$ cat src/rtl/branch_resolution_unit_pipelined.sv
// Registered branch/jump resolution for the ID stage: evaluates BEQ/BNE/J/JAL/JR/JALR,
// drives a one-cycle fetch redirect, a multi-cycle IF/ID flush, a link address and a sticky exception.
module branch_resolution_unit_pipelined #(
    parameter int unsigned CANT_BITS_ADDR                     = 11,
    parameter int unsigned CANT_BITS_INSTRUCTION_INDEX_BRANCH = 26,
    parameter int unsigned CANT_BITS_FLAG_BRANCH              = 3,
    parameter int unsigned CANT_BITS_REGISTROS                = 32,
    parameter int unsigned CANT_CICLOS_FLUSH                  = 1,
    parameter int unsigned CANT_BITS_CONTADOR                 = 16
) (
    input  logic                                          i_clock,
    input  logic                                          i_reset,
    input  logic                                          i_enable_etapa,
    input  logic                                          i_valid,
    input  logic [CANT_BITS_FLAG_BRANCH-1:0]              i_flag_branch,
    input  logic [CANT_BITS_INSTRUCTION_INDEX_BRANCH-1:0] i_instruction_index_branch,
    input  logic [CANT_BITS_ADDR-1:0]                     i_pc_plus_1,
    input  logic [CANT_BITS_REGISTROS-1:0]                i_dato_rs,
    input  logic [CANT_BITS_REGISTROS-1:0]                i_dato_rt,
    output logic                                          o_branch_control,
    output logic [CANT_BITS_ADDR-1:0]                     o_branch_dir,
    output logic [CANT_BITS_ADDR-1:0]                     o_link_dir,
    output logic                                          o_flush,
    output logic                                          o_busy,
    output logic                                          o_disable_for_exception_to_hazard_detection_unit,
    output logic [CANT_BITS_CONTADOR-1:0]                 o_cant_branches_tomados
);

    localparam int unsigned FLUSH_W = (CANT_CICLOS_FLUSH > 1) ? $clog2(CANT_CICLOS_FLUSH) : 1;

    localparam logic [CANT_BITS_FLAG_BRANCH-1:0] FLAG_J    = CANT_BITS_FLAG_BRANCH'(1);
    localparam logic [CANT_BITS_FLAG_BRANCH-1:0] FLAG_JAL  = CANT_BITS_FLAG_BRANCH'(2);
    localparam logic [CANT_BITS_FLAG_BRANCH-1:0] FLAG_JR   = CANT_BITS_FLAG_BRANCH'(3);
    localparam logic [CANT_BITS_FLAG_BRANCH-1:0] FLAG_JALR = CANT_BITS_FLAG_BRANCH'(4);
    localparam logic [CANT_BITS_FLAG_BRANCH-1:0] FLAG_BEQ  = CANT_BITS_FLAG_BRANCH'(5);
    localparam logic [CANT_BITS_FLAG_BRANCH-1:0] FLAG_BNE  = CANT_BITS_FLAG_BRANCH'(6);
    localparam logic [CANT_BITS_FLAG_BRANCH-1:0] FLAG_RSV  = CANT_BITS_FLAG_BRANCH'(7);

    typedef enum logic [1:0] {IDLE, FLUSH, EXCEPTION} state_t;

    state_t                          state, state_next;
    logic [FLUSH_W-1:0]              flush_cnt, flush_cnt_next;
    logic                            is_jump_imm, is_jump_reg, is_link, is_beq, is_bne;
    logic                            exception_cond, taken, capture;
    logic [CANT_BITS_ADDR-1:0]       offset_ext, target;
    logic                            unused_index_bits;

    // Upper index bits only matter for wider address configurations.
    assign unused_index_bits = ^i_instruction_index_branch;

    always_comb begin
        is_jump_imm    = (i_flag_branch == FLAG_J)  || (i_flag_branch == FLAG_JAL);
        is_jump_reg    = (i_flag_branch == FLAG_JR) || (i_flag_branch == FLAG_JALR);
        is_link        = (i_flag_branch == FLAG_JAL) || (i_flag_branch == FLAG_JALR);
        is_beq         = (i_flag_branch == FLAG_BEQ);
        is_bne         = (i_flag_branch == FLAG_BNE);
        // A register target that does not fit in instruction memory is treated as an exception.
        exception_cond = (i_flag_branch == FLAG_RSV) ||
                         (is_jump_reg && ((i_dato_rs >> CANT_BITS_ADDR) != '0));
        taken          = is_jump_imm || is_jump_reg ||
                         (is_beq && (i_dato_rs == i_dato_rt)) ||
                         (is_bne && (i_dato_rs != i_dato_rt));
        capture        = i_enable_etapa && i_valid && (state == IDLE);
        offset_ext     = CANT_BITS_ADDR'({{16{i_instruction_index_branch[15]}},
                                          i_instruction_index_branch[15:0]});
        target         = '0;
        if (is_jump_imm)
            target = i_instruction_index_branch[CANT_BITS_ADDR-1:0];
        else if (is_jump_reg)
            target = i_dato_rs[CANT_BITS_ADDR-1:0];
        else if (is_beq || is_bne)
            target = i_pc_plus_1 + offset_ext;
    end

    always_ff @(posedge i_clock) begin
        if (i_reset) begin
            state                   <= IDLE;
            flush_cnt               <= '0;
            o_branch_control        <= 1'b0;
            o_branch_dir            <= '0;
            o_link_dir              <= '0;
            o_cant_branches_tomados <= '0;
        end else begin
            state            <= state_next;
            flush_cnt        <= flush_cnt_next;
            o_branch_control <= capture && !exception_cond && taken;
            if (capture && !exception_cond) begin
                o_branch_dir <= taken ? target : '0;
                if (taken && (o_cant_branches_tomados != '1))
                    o_cant_branches_tomados <= o_cant_branches_tomados + 1'b1;
                if (is_link)
                    o_link_dir <= i_pc_plus_1 + 1'b1;
            end
        end
    end

    always_comb begin
        state_next     = state;
        flush_cnt_next = flush_cnt;
        case (state)
            IDLE: begin
                if (capture) begin
                    if (exception_cond) begin
                        state_next = EXCEPTION;
                    end else if (taken) begin
                        state_next     = FLUSH;
                        flush_cnt_next = FLUSH_W'(CANT_CICLOS_FLUSH - 1);
                    end
                end
            end
            FLUSH: begin
                if (i_enable_etapa) begin
                    if (flush_cnt == '0)
                        state_next = IDLE;
                    else
                        flush_cnt_next = flush_cnt - 1'b1;
                end
            end
            EXCEPTION: state_next = EXCEPTION;
            default:   state_next = IDLE;
        endcase
    end

    always_comb begin
        o_flush = (state == FLUSH);
        o_busy  = (state == FLUSH);
        o_disable_for_exception_to_hazard_detection_unit = (state == EXCEPTION);
    end

endmodule
$ cat config.mk
export PLATFORM = sky130hd
export DESIGN_NAME = branch_resolution_unit_pipelined
export DESIGN_NICKNAME = d
export VERILOG_FILES = /design/src/rtl/branch_resolution_unit_pipelined.sv
export SDC_FILE = /design/constraint.sdc
export NUM_CORES = 1
export LEC_CHECK = 0
export CORE_MARGIN = 4
export CORE_UTILIZATION = 41
export DETAILED_ROUTE_END_ITERATION = 16
export PLACE_DENSITY = 0.87
export SLEW_MARGIN = 20
export SYNTH_ARGS = -nofsm -noshare
export SYNTH_HDL_FRONTEND = slang
export SYNTH_SLANG_ARGS = --single-unit
$ cat constraint.sdc
create_clock -name i_clock -period 2.7 [get_ports i_clock]
set_input_delay 0.54 -clock i_clock [delete_from_list [all_inputs] [get_ports i_clock]]
set_output_delay 0.54 -clock i_clock [all_outputs]
set_load 0.05 [all_outputs]
# After elaboration in Yosys (flattened, before gate mapping)
# Cells that the tools add are included.
[word_totals]
reg_bits = 42
inputBits = 108
out_inout_bits = 42
word_cells = 68
[classes]
addsub = 4
eq_ne = 18
n_mux = 16
n_reduce_logical = 24
[ops]
columns = ["operator", "count"]
rows = [
  ["$mux W11", 4],
  ["$eq A32 B32 Y1", 1],
  ["$ne A32 B32 Y1", 1],
  ["$reduce_bool A32 Y1", 1],
  ["$add A16 B1 Y16 const B", 1],
  ["$ne A16 B16 Y1 const B", 1],
  ["$eq A3 B3 Y1 const B", 4],
  ["$add A11 B1 Y11 const B", 1],
  ["$add A11 B11 Y11", 1],
  ["$mux W2", 5],
  ["$ne A2 B2 Y1 const B", 5],
  ["$logic_and A1 B1 Y1", 8],
  ["$logic_or A1 B1 Y1", 8],
  ["$eq A3 B2 Y1 const B", 2],
  ["$pmux W2 S3", 1],
  ["$mux W1", 5],
  ["$reduce_and A5 Y1", 1],
  ["$reduce_and A2 Y1", 2],
  ["$reduce_and A4 Y1", 1],
  ["$eq A3 B1 Y1 const B", 1],
  ["$ne A3 B3 Y1 const B", 1],
  ["$eq A2 B1 Y1 const B", 1],
  ["$eq A2 B2 Y1 const B", 1],
  ["$logic_not A2 Y1", 1],
  ["4 further kinds", 4],
]

# Logic depth before layout (Yosys ltp)
# Gate-level depths: netlist of the first run.
[logic_depth]
depth_word = 9
ltp_mapped = 9
ltp_nobuf = 9

# Worst setup path before layout of the first run
# Ideal clock, no wire load.
[synth_path]
path_kind = "reg2reg"
start = "reg o_cant_branches_tomados[7]"
end = "reg o_cant_branches_tomados[5]"
setup_ns = 0.123
arrival_ns = 2.360
required_ns = 2.577
path_slack_ns = 0.216
path_stages_with_launch = 9
n_path_buf = 1
synth_period_minus_slack_ns = 2.484
path_cell_list = "dfxtp_1 -> and4_1 -> and3_4 -> and3_4 -> and4_4 -> or3_4 -> buf_6 -> nor4_1 -> mux2_1"
[synth_between]
elab_chain_len = 3
[synth_rtl]
columns = ["item", "line_no", "source"]
rows = [
  ["start: declaration", "26", "output logic [CANT_BITS_CONTADOR-1:0] o_cant_branches_tomados"],
  ["start signal: assignment", "90", "o_cant_branches_tomados <= o_cant_branches_tomados + 1'b1;"],
  ["$ne A16 B16 Y1", "89", "if (taken && (o_cant_branches_tomados != '1))"],
  ["$logic_and A1 B1 Y1", "89", ""],
  ["$reduce_and A2 Y1 (no source line)", "n/a", ""],
]
# Every way passes these cells.
# A chain may end at the register's enable or synchronous reset.

# Worst setup path after layout of the first run
[layout_path]
start = "in i_dato_rs[27]"
end = "reg o_branch_dir[7]"
[layout_between]
elab_chain_len = 5
word_cells_on_any_way = 12
classes_between = "eq/ne (2); mux (1); reduce/logical (9)"
[layout_rtl]
columns = ["item", "line_no", "source"]
rows = [
  ["start: declaration", "18", "input logic [CANT_BITS_REGISTROS-1:0] i_dato_rs,"],
  ["$eq A32 B32 Y1 / $reduce_bool A32 Y1 (equally long branches)", "61, 59", ""],
  ["$logic_and A1 B1 Y1 (on tied branches)", "61, 59", ""],
  ["$logic_or A1 B1 Y1 (on tied branches)", "60, 58", ""],
  ["$logic_or A1 B1 Y1 / $logic_not A1 Y1 (equally long branches)", "61, 87", ""],
  ["$mux W11 / $logic_and A1 B1 Y1 (equally long branches)", "88, 87", ""],
  ["end signal: assignment", "88", "o_branch_dir <= taken ? target : '0;"],
  ["end: declaration", "21", "output logic [CANT_BITS_ADDR-1:0] o_branch_dir,"],
]
# Several ways; a longest one is shown, not always the timed one.

==> results.md, run 1 <==
- Post-Syn Instances: 374
- Inserted Clock Buffers: 5
- EDFF count, synth: 0
- Min Tclk post-route: 2.727 ns
- H-tree lvl count: 2
- Fmax: 366.7 MHz
- HP Class: reg2reg
- DIE HEIGHT: 94.12 µm
- CP endpoint kind: flop
- First-pass GRT wire length: 17020 µm
- Number of global-route vias before repair: 3671
- Initial DRC count: 255
- Arrival @ worst endpoint: 2.93 ns
- Gr usage total: 24.00%
- Largest area contributor in the netlist: dfxtp_1
- Clk_skew: 0.005263 ns
- Row count: 31
- Total Wirelength: 11640 µm
- Critical Path, Cell by Cell: clkdlybuf4s50_1 > xor2_1 > nor4_1 > nand4_1 > nor2_2 > mux2i_2 > buf_6 > nor4_2 > buf_4 > a32o_1
- Violated checks: negative setup slack
- Final Wtd Congestion: 0.9132
- Buffers on Ports: 134
- Synth top cells by count: 41 x dfxtp_1, 38 x xor2_1, 28 x nand2_1, 28 x nor2_1, 26 x a21oi_1
- Initial Utilization: 42.14%
- Largest net degree at the start of global routing: 23
- CP max stage cell: clkdlybuf4s50_1
- Slew HR: 62.89%
- Setup crit start kind: input port
- Post-route insts no fill: 669
- Static leakage: 2.060 nW
- Layout cells sized above 1: 20.35%
- Post-synth top flop: dfxtp_1
- PD cells: 343.9 mW/mm²
- CTS clk-pin slew, worst paths: 0.08 ns
- Die area: 0.008858 mm²
- GR Overflow Total: 0
- Maximum vdd drop: 0.2149 mV
- Mapped Area: 0.003040 mm²
- Remaining antenna violation count: 0
- Postcts setup bufs: 0
- Fin crit share: 101.0%
- CP max FO: 6
- Clk Latency, worst-skew pair: 0.30 ns
- FFs w/ async S/R, synth: 0%
- Vias: 3780
- Hold-fix buffers, CTS: 0
- Via/cell ratio: 5.650
- Critical Path Max Stage Delay: 0.45 ns
- ANT cells: 0
- Outcome: finished with violations
- Chip Width: 94.12 µm
- Post-synthesis to final-layout area growth: 71.85%
- Ports: 150
- Sequential area share after synthesis: 27.00%
- Max Cap Viol: 0
- First-pass iteration count of the detailed router: 5
- Nets@finish: 690
- Count of cell types in the netlist: 54
- Warnings, synthesis: 0
- Post-synth net total: 495
- Core area: 0.007214 mm²
- Worst-Margin Slew: 0.5550 ns
- Clk sink count: 41
- Max-slew violation count: 0
- Remaining DRCs: 0
- Worst path required time: 2.90 ns
- CTS tree: built
- Avg Inst Size Synth: 8.129 µm²
- Synth area leaders: dfxtp_1 27%, xor2_1 11%, ha_1 4.9%, a21oi_1 4.3%, nand2_1 3.5%
- Wire per inst: 17.39 µm
- Dpl cells: 656
- Total negative slack: -0.05804 ns
- Final Hold Fails: 0
- Flip-flop and latch count after synthesis: 41
- CTS root buf: clkbuf_8
- Setup WS post-layout: -0.02707 ns
- Yosys top cell area share: 27.00%
- Most common cell in the netlist: dfxtp_1
- Number of antenna violations at the first check in global routing: 0
- CTS Buffer Depth: 2
- # setup viols final: 9
- Detail Placement HPWL: 8672 µm
- WS Path Type: in2reg
[worst max-delay path, delay by kind of cell]
| family | cells | cell delay, ns |
|---|---|---|
| buffers and inverters | 3 | 0.83 |
| XOR/XNOR | 1 | 0.18 |
| multiplexers | 1 | 0.32 |
| AND/OR/NAND/NOR | 4 | 0.84 |
| AO/OA/AOI/OAI | 1 | 0.22 |
[layout by cell type, fill, tap and decap left out, drive strengths merged, types with 5 or more instances in the layout]
cell,n
xnor2,10
clkbuf,6
or4,9
a211oi,12
nor3,9
buf,71
nand2,28
nand3,19
mux2i,7
ha,12
xor2,38
clkdlybuf4s50,124
o31ai,11
o21ai,15
nor2b,7
dlymetal6s2s,10
nor4,15
or3,6
nor2,28
and3,6
mux2,6
dfxtp,41
nand4,5
a22o,9
a21oi,26
[registers in the layout, summed over array words and instances (netlist names)]
| name | count |
|---|---|
| o_branch_control | 1 |
| o_branch_dir | 11 |
| o_cant_branches_tomados | 16 |
| o_link_dir | 11 |
| state | 2 |
[metal layers]
layer  part of all wire (%)  global-route usage [%]  vias to the layer above
met5                      0                       0                        -
met4                    3.9                   10.95                        0
met3                    6.9                   3.846                       46
met2                     52                   43.52                      183
met1                     38                   27.27                     1764
li1                       -                       -                     1787
[report_power, final]
part | internal [mW] | switching, mW | total, mW
registers | 0.617 | 0.00799 | 0.625
clock network | 0.301 | 0.236 | 0.537
logic | 0.329 | 0.306 | 0.635
[layout make-up]
cell class | count | area (µm²)
sequential | 41 | 820.8
multi-input combinational | 313 | 2253
clock inverter | 2 | 37.54
clock buffer | 6 | 82.58
inverter | 3 | 11.26
timing repair buffer | 205 | 1896
tap | 99 | 123.9
fill | 546 | 1989
[worst paths after layout]
path                            cells past startpoint                                     from  slack [ns]                                        to
worst max-delay path                               10                            i_dato_rs[27]       -0.03              o_branch_dir[7]$_SDFFE_PP0P_
worst min-delay path                                1                    state[0]$_SDFFE_PP0P_        0.47                     state[1]$_SDFFE_PP0P_
worst max register to register                      7  o_cant_branches_tomados[6]$_SDFFE_PP0P_        0.40  o_cant_branches_tomados[10]$_SDFFE_PP0P_
worst min register to register                      1                    state[0]$_SDFFE_PP0P_        0.47                     state[1]$_SDFFE_PP0P_
[repair_timing]
item	4_1_cts	5_1_grt
setup endpoints to repair	3	24
cloned	0	5
resized for setup	7	28
pin swaps	1	17
[per-stage QoR]
stage	util (%)	setup WS [ns]	power, mW	hold slack (ns)	cell area, µm²
global placement	68.49	-0.3972	1.219	0.4377	4941
global route	72.42	-0.05252	1.873	0.5086	5225
detailed placement	68.49	-0.4831	1.238	0.4622	4941
finish	72.42	-0.02707	1.797	0.4674	5225
floorplan	-	0.2164	0.9129	0.4384	3040
CTS	70.55	-0.001458	1.773	0.4739	5090
[logic make-up after synthesis]
family | Yosys count | share of synthesized area, %
compound gates | 92 | 20.12
xor+xnor | 48 | 13.83
fa+ha+maj | 13 | 5.597
buf+inv | 22 | 3.210
flops | 41 | 27.00
mux | 13 | 4.527
simple gates | 145 | 25.72
Power figures use the tool's default switching activity.
==> run 2, diff against run 1 <==
Settings changed: CORE_MARGIN 4 to unset.
==> run 2 against run 1 <==
Against the previous run: the flow now finishes without violations; sequential power hardly changed; hold slack better by 0.011 ns; cell area is 0.24% lower; non-clock buffer count is 12 lower; combinational power is 0.6% lower; largest power group unchanged; highest routed layer unchanged.
==> results.md, run 2 (synthesized netlist as in run 1, its figures left out) <==
- Final instance area: 0.005213 mm²
- Initial Utilization: 42.14%
- Area after DPL: 0.004871 mm²
- Clk Latency, worst-skew pair: 0.30 ns
- Number of global-route vias before repair: 3486
- Arrival @ worst endpoint: 2.88 ns
- Wire per inst: 16.60 µm
- Max Cap Viol: 0
- ANT cells: 0
- # setup viols final: 0
- Ports: 150
- WL met2: 5450 µm
- Number of antenna violations at the first check in global routing: 0
- GR Overflow Total: 0
- First-pass GRT wire length: 16240 µm
- Setup WS post-layout: 0.04475 ns
- Layout cells sized above 1: 19.53%
- Worst-Margin Slew: 0.7044 ns
- Nets@finish: 678
- Gr usage total: 27.13%
- Die area: 0.007764 mm²
- Min Tclk post-route: 2.655 ns
- Inserted Clock Buffers: 5
- Chip Width: 88.12 µm
- CP max FO: 5
- H-tree lvl count: 2
- CTS tree: built
- Total Wirelength: 10910 µm
- Vias: 3654
- Final Hold Fails: 0
- CP endpoint kind: flop
- Fin crit share: 98.34%
- Maximum vdd drop: 0.2516 mV
- Max FFs per register: 16
- Core area: 0.007214 mm²
- Uppermost layer routed: met4
- M1 wire length: 4268 µm
- Setup crit start kind: input port
- Static leakage: 1.968 nW
- Clk_skew: 0.009941 ns
- WS Path Type: in2reg
- Remaining antenna violation count: 0
- Most common cell after layout, fill and taps aside: clkdlybuf4s50_1
- Biggest register: o_cant_branches_tomados
- Slew HR: 52.69%
- Initial DRC count: 200
- Row count: 31
- CTS Buffer Depth: 2
- Largest net degree at the start of global routing: 37
- Met3 routed WL: 755 µm
- FF-to-FF setup slack: 0.37 ns
- Clk sink count: 41
- Buffers on Ports: 134
- Post-route insts no fill: 657
- Worst path required time: 2.93 ns
- HP Class: reg2reg
- Outcome: finished, final reports clean
- First-pass iteration count of the detailed router: 5
- Max-slew violation count: 0
- Fmax: 376.6 MHz
- Remaining DRCs: 0
- Top flop regs: o_cant_branches_tomados (16), o_branch_dir (11), o_link_dir (11)
- DIE HEIGHT: 88.12 µm
- Commonest non-fill, non-tap cells in the layout: 130 x clkdlybuf4s50_1, 56 x buf_4, 41 x dfxtp_1, 38 x xor2_1, 28 x nand2_1
- Via/cell ratio: 5.562
- CTS root buf: clkbuf_8
- Hold-fix buffers, CTS: 0
- CTS clk-pin slew, worst paths: 0.09 ns
- Final Wtd Congestion: 0.9013
- Detail Placement HPWL: 8209 µm
- Dpl ws: -0.4950 ns
- Total negative slack: 0 ns
- Dpl cells: 645
- Post-synthesis to final-layout area growth: 71.44%
- PD cells: 343.4 mW/mm²
- Pwr Total: 1.790 mW
==> run 2: cell count changes in the layout (fill, tap and decap cells not counted), moves of 2 or more <==
cell	delta
buf_4	-11
buf_2	-3
dlymetal6s2s_1	-6
clkdlybuf4s50_1	+6
nor4_1	-2
==> run 2: path summary, 6_finish.rpt <==
check / startpoint / cells past startpoint / end
max: i_dato_rs[20] / 8 / o_cant_branches_tomados[3]$_SDFFE_PP0P_
min reg2reg: state[0]$_SDFFE_PP0P_ / 1 / state[1]$_SDFFE_PP0P_
min: state[0]$_SDFFE_PP0P_ / 1 / state[1]$_SDFFE_PP0P_
max reg2reg: o_cant_branches_tomados[7]$_SDFFE_PP0P_ / 7 / o_cant_branches_tomados[3]$_SDFFE_PP0P_
==> run 2: per-layer routing <==
| metal | vias to the layer above | track usage [%] |
|---|---|---|
| li1 | 1761 | - |
| met1 | 1684 | 30.15 |
| met2 | 170 | 51.09 |
| met3 | 39 | 4.618 |
| met4 | 0 | 10.70 |
| met5 | - | 0 |
==> run 2: cell type report <==
cell class / count / area (µm²)
Clock buffer: 6 / 82.58
Clock inverter: 2 / 37.54
Fill cell: 537 / 2002
Inverter: 3 / 11.26
Multi-Input combinational cell: 313 / 2326
Sequential cell: 41 / 820.8
Tap cell: 99 / 123.9
Timing Repair Buffer: 193 / 1810
==> run 2: worst max-delay path, cell delays in order <==
cell and delay (ns):
clkdlybuf4s50_1 0.46, nor4_2 0.30, nand2_1 0.13, o22ai_2 0.18
nand3_2 0.15, or3_4 0.44, or4_1 0.50, a21oi_1 0.18
==> run 2: repair_timing <==
item                                    in CTS  in global routing
resized for setup                           14                 26
pin swaps                                    4                 12
endpoints found under the setup margin      15                 27
gates cloned                                 0                  3
buffers inserted                             1                  0
==> run 2: stage by stage <==
| stage | hold slack [ns] | util (%) |
|---|---|---|
| 2_1_floorplan | 0.4384 | - |
| 3_3_place_gp | 0.4381 | 67.52 |
| 3_5_place_dp | 0.4506 | 67.52 |
| 4_1_cts | 0.4716 | 70.26 |
| 5_1_grt | 0.5017 | 72.25 |
| 6_report | 0.4782 | 72.25 |
==> run 2: power breakdown <==
group / internal, mW / leakage, nW / switching, mW / total [mW]
sequential: 0.617 / 0.331 / 0.00839 / 0.625
combinational: 0.323 / 1.58 / 0.308 / 0.631
clock: 0.301 / 0.0574 / 0.233 / 0.534
total: 1.24 / 1.97 / 0.550 / 1.79
==> run 3, diff against run 2 <==
Settings changed: MAX_ROUTING_LAYER set to met4.
==> run 3 against run 2 <==
Against the previous run: critical path depth unchanged; sequential cell count unchanged; setup slack improved by 0.0031 ns; core utilization decreased by 1.1 points; die area unchanged; cell count decreased by 0.30%; critical endpoint is now o_cant_branches_tomados[7]$_SDFFE_PP0P_; largest power group is now registers; highest routed layer unchanged.
==> results.md, run 3 (synthesized netlist as in run 1, its figures left out) <==
- Most common cell after layout, fill and taps aside: clkdlybuf4s50_1
- RSZ-0062 raised after global routing: yes
- Via/cell ratio: 5.472
- Clk Latency, worst-skew pair: 0.30 ns
- Initial Utilization: 42.14%
- Slew HR: 55.45%
- Initial DRC count: 213
- Pwr Total: 1.733 mW
- FF+latch area: 820.8 µm²
- Core area: 0.007214 mm²
- Inserted Clock Buffers: 5
- WHS: 0.4573 ns
- H-tree lvl count: 2
- Number of global-route vias before repair: 3502
- CTS tree: built
- Nets@finish: 677
- Maximum vdd drop: 0.2176 mV
- Final Hold Fails: 0
- Biggest register: o_cant_branches_tomados
- GR Overflow Total: 0
- Final Wtd Congestion: 0.9206
- WS Path Type: in2reg
- ANT cells: 0
- Worst r2r src: o_cant_branches_tomados[8]$_SDFFE_PP0P_
- Fmax: 377.1 MHz
- CP max stage cell: or4_1
- Commonest non-fill, non-tap cells in the layout: 126 x clkdlybuf4s50_1, 58 x buf_4, 41 x dfxtp_1, 37 x xor2_1, 28 x nand2_1
- Max Cap Viol: 0
- Final-layout fill cell count: 575
- Worst path required time: 2.92 ns
- Beginning of the critical path: i_dato_rs[31]
- Post-synthesis to final-layout area growth: 68.85%
- Wire per inst: 16.15 µm
- Multi-input gate area: 0.002256 mm²
- Clk sink count: 41
- Static leakage: 1.976 nW
- DIE HEIGHT: 88.12 µm
- Ports: 150
- CP endpoint kind: flop
- Hold-fix buffers, CTS: 0
- CTS root buf: clkbuf_8
- Max FFs per register: 16
- Layout cells sized above 1: 18.35%
- Hold Crit Start: o_branch_dir[9]$_SDFFE_PP0P_
- Critical Path Max Stage Delay: 0.51 ns
- Detail Placement HPWL: 8193 µm
- Setup crit start kind: input port
- Fin crit share: 98.23%
- Remaining DRCs: 0
- Min Tclk post-route: 2.652 ns
- Number of antenna violations at the first check in global routing: 0
- Total Wirelength: 10580 µm
- Gr usage total: 27.43%
- Chip Width: 88.12 µm
- PD cells: 337.5 mW/mm²
- CTS Buffer Depth: 2
- Clk_skew: 0.005035 ns
- First-pass GRT wire length: 16060 µm
- Outcome: finished, final reports clean
- Largest net degree at the start of global routing: 37
- Remaining antenna violation count: 0
- # setup viols final: 0
- Die area: 0.007764 mm²
- Buffers on Ports: 134
- Arrival @ worst endpoint: 2.87 ns
- First-pass iteration count of the detailed router: 4
- HP Class: reg2reg
- Row count: 31
- Worst-Margin Slew: 0.6633 ns
- Critical Path, Cell by Cell: clkdlybuf4s50_1 > nor4_2 > nand4_1 > o22ai_2 > nand3_2 > or3_4 > or4_1 > a21oi_1
- CP max FO: 20
- Max-slew violation count: 0
- CTS clk-pin slew, worst paths: 0.08 ns
- Vias: 3584
- Top flop regs: o_cant_branches_tomados (16), o_branch_dir (11), o_link_dir (11)
-- run 3: changes by cell type in the layout (fill, tap and decap cells not counted), moves of 2 or more --
cell,previous run,this run
a21oi_2,3,1
dlymetal6s2s_1,4,7
or3_4,4,2
clkdlybuf4s50_1,130,126
buf_4,56,58
a21oi_1,23,25
-- run 3: timing repair --
item / CTS / global route
cloned: 1 / 0
endpoints found under the setup margin: 16 / 28
resized for setup: 9 / 25
buffers inserted: 2 / 0
pin swaps: 7 / 12
-- run 3: metal layers --
metal / vias up / track usage (%) / part of all wire [%]
li1: 1749 / - / -
met1: 1666 / 30.33 / 40
met5: - / - / 0
met3: 34 / 4.807 / 6.3
met4: 0 / 8.944 / 2.7
met2: 135 / 49.68 / 51
-- run 3: worst paths after layout --
path         slack (ns)  depth (start not counted)                                       to
max reg2reg        0.31                          7  o_cant_branches_tomados[7]$_SDFFE_PP0P_
min                0.46                          2             o_branch_dir[9]$_SDFFE_PP0P_
max                0.05                          8  o_cant_branches_tomados[7]$_SDFFE_PP0P_
min reg2reg        0.46                          2             o_branch_dir[9]$_SDFFE_PP0P_
-- run 3: per-stage QoR --
stage	setup TNS [ns]	cells	utilization (%)	worst slack, ns	cell area (µm²)
floorplan	0	374	-	0.2164	3040
global placement	-9.368	645	67.52	-0.4295	4871
detailed placement	-11.03	645	67.52	-0.5338	4871
CTS	-0.007320	655	69.84	-0.005036	5039
global route	-0.1731	655	71.16	-0.03946	5134
finish	0	655	71.16	0.04787	5134
-- run 3: power by group --
part           total [mW]  switching [mW]  internal (mW)
combinational       0.620           0.301          0.319
sequential          0.625         0.00799          0.617
clock               0.488           0.219          0.269
total                1.73           0.528           1.20
-- run 3: cell type report --
class	instances	area share, %
Multi-Input combinational cell	311	43.94
Timing Repair Buffer	194	35.41
Clock inverter	2	0.6824
Sequential cell	41	15.99
Inverter	3	0.2194
Clock buffer	5	1.340
Tap cell	99	2.413
-- run 3: critical path, delay by kind of cell --
kind,cells,cell delay [ns]
AND/OR/NAND/NOR,5,1.49
buffers and inverters,1,0.47
AO/OA/AOI/OAI,2,0.37
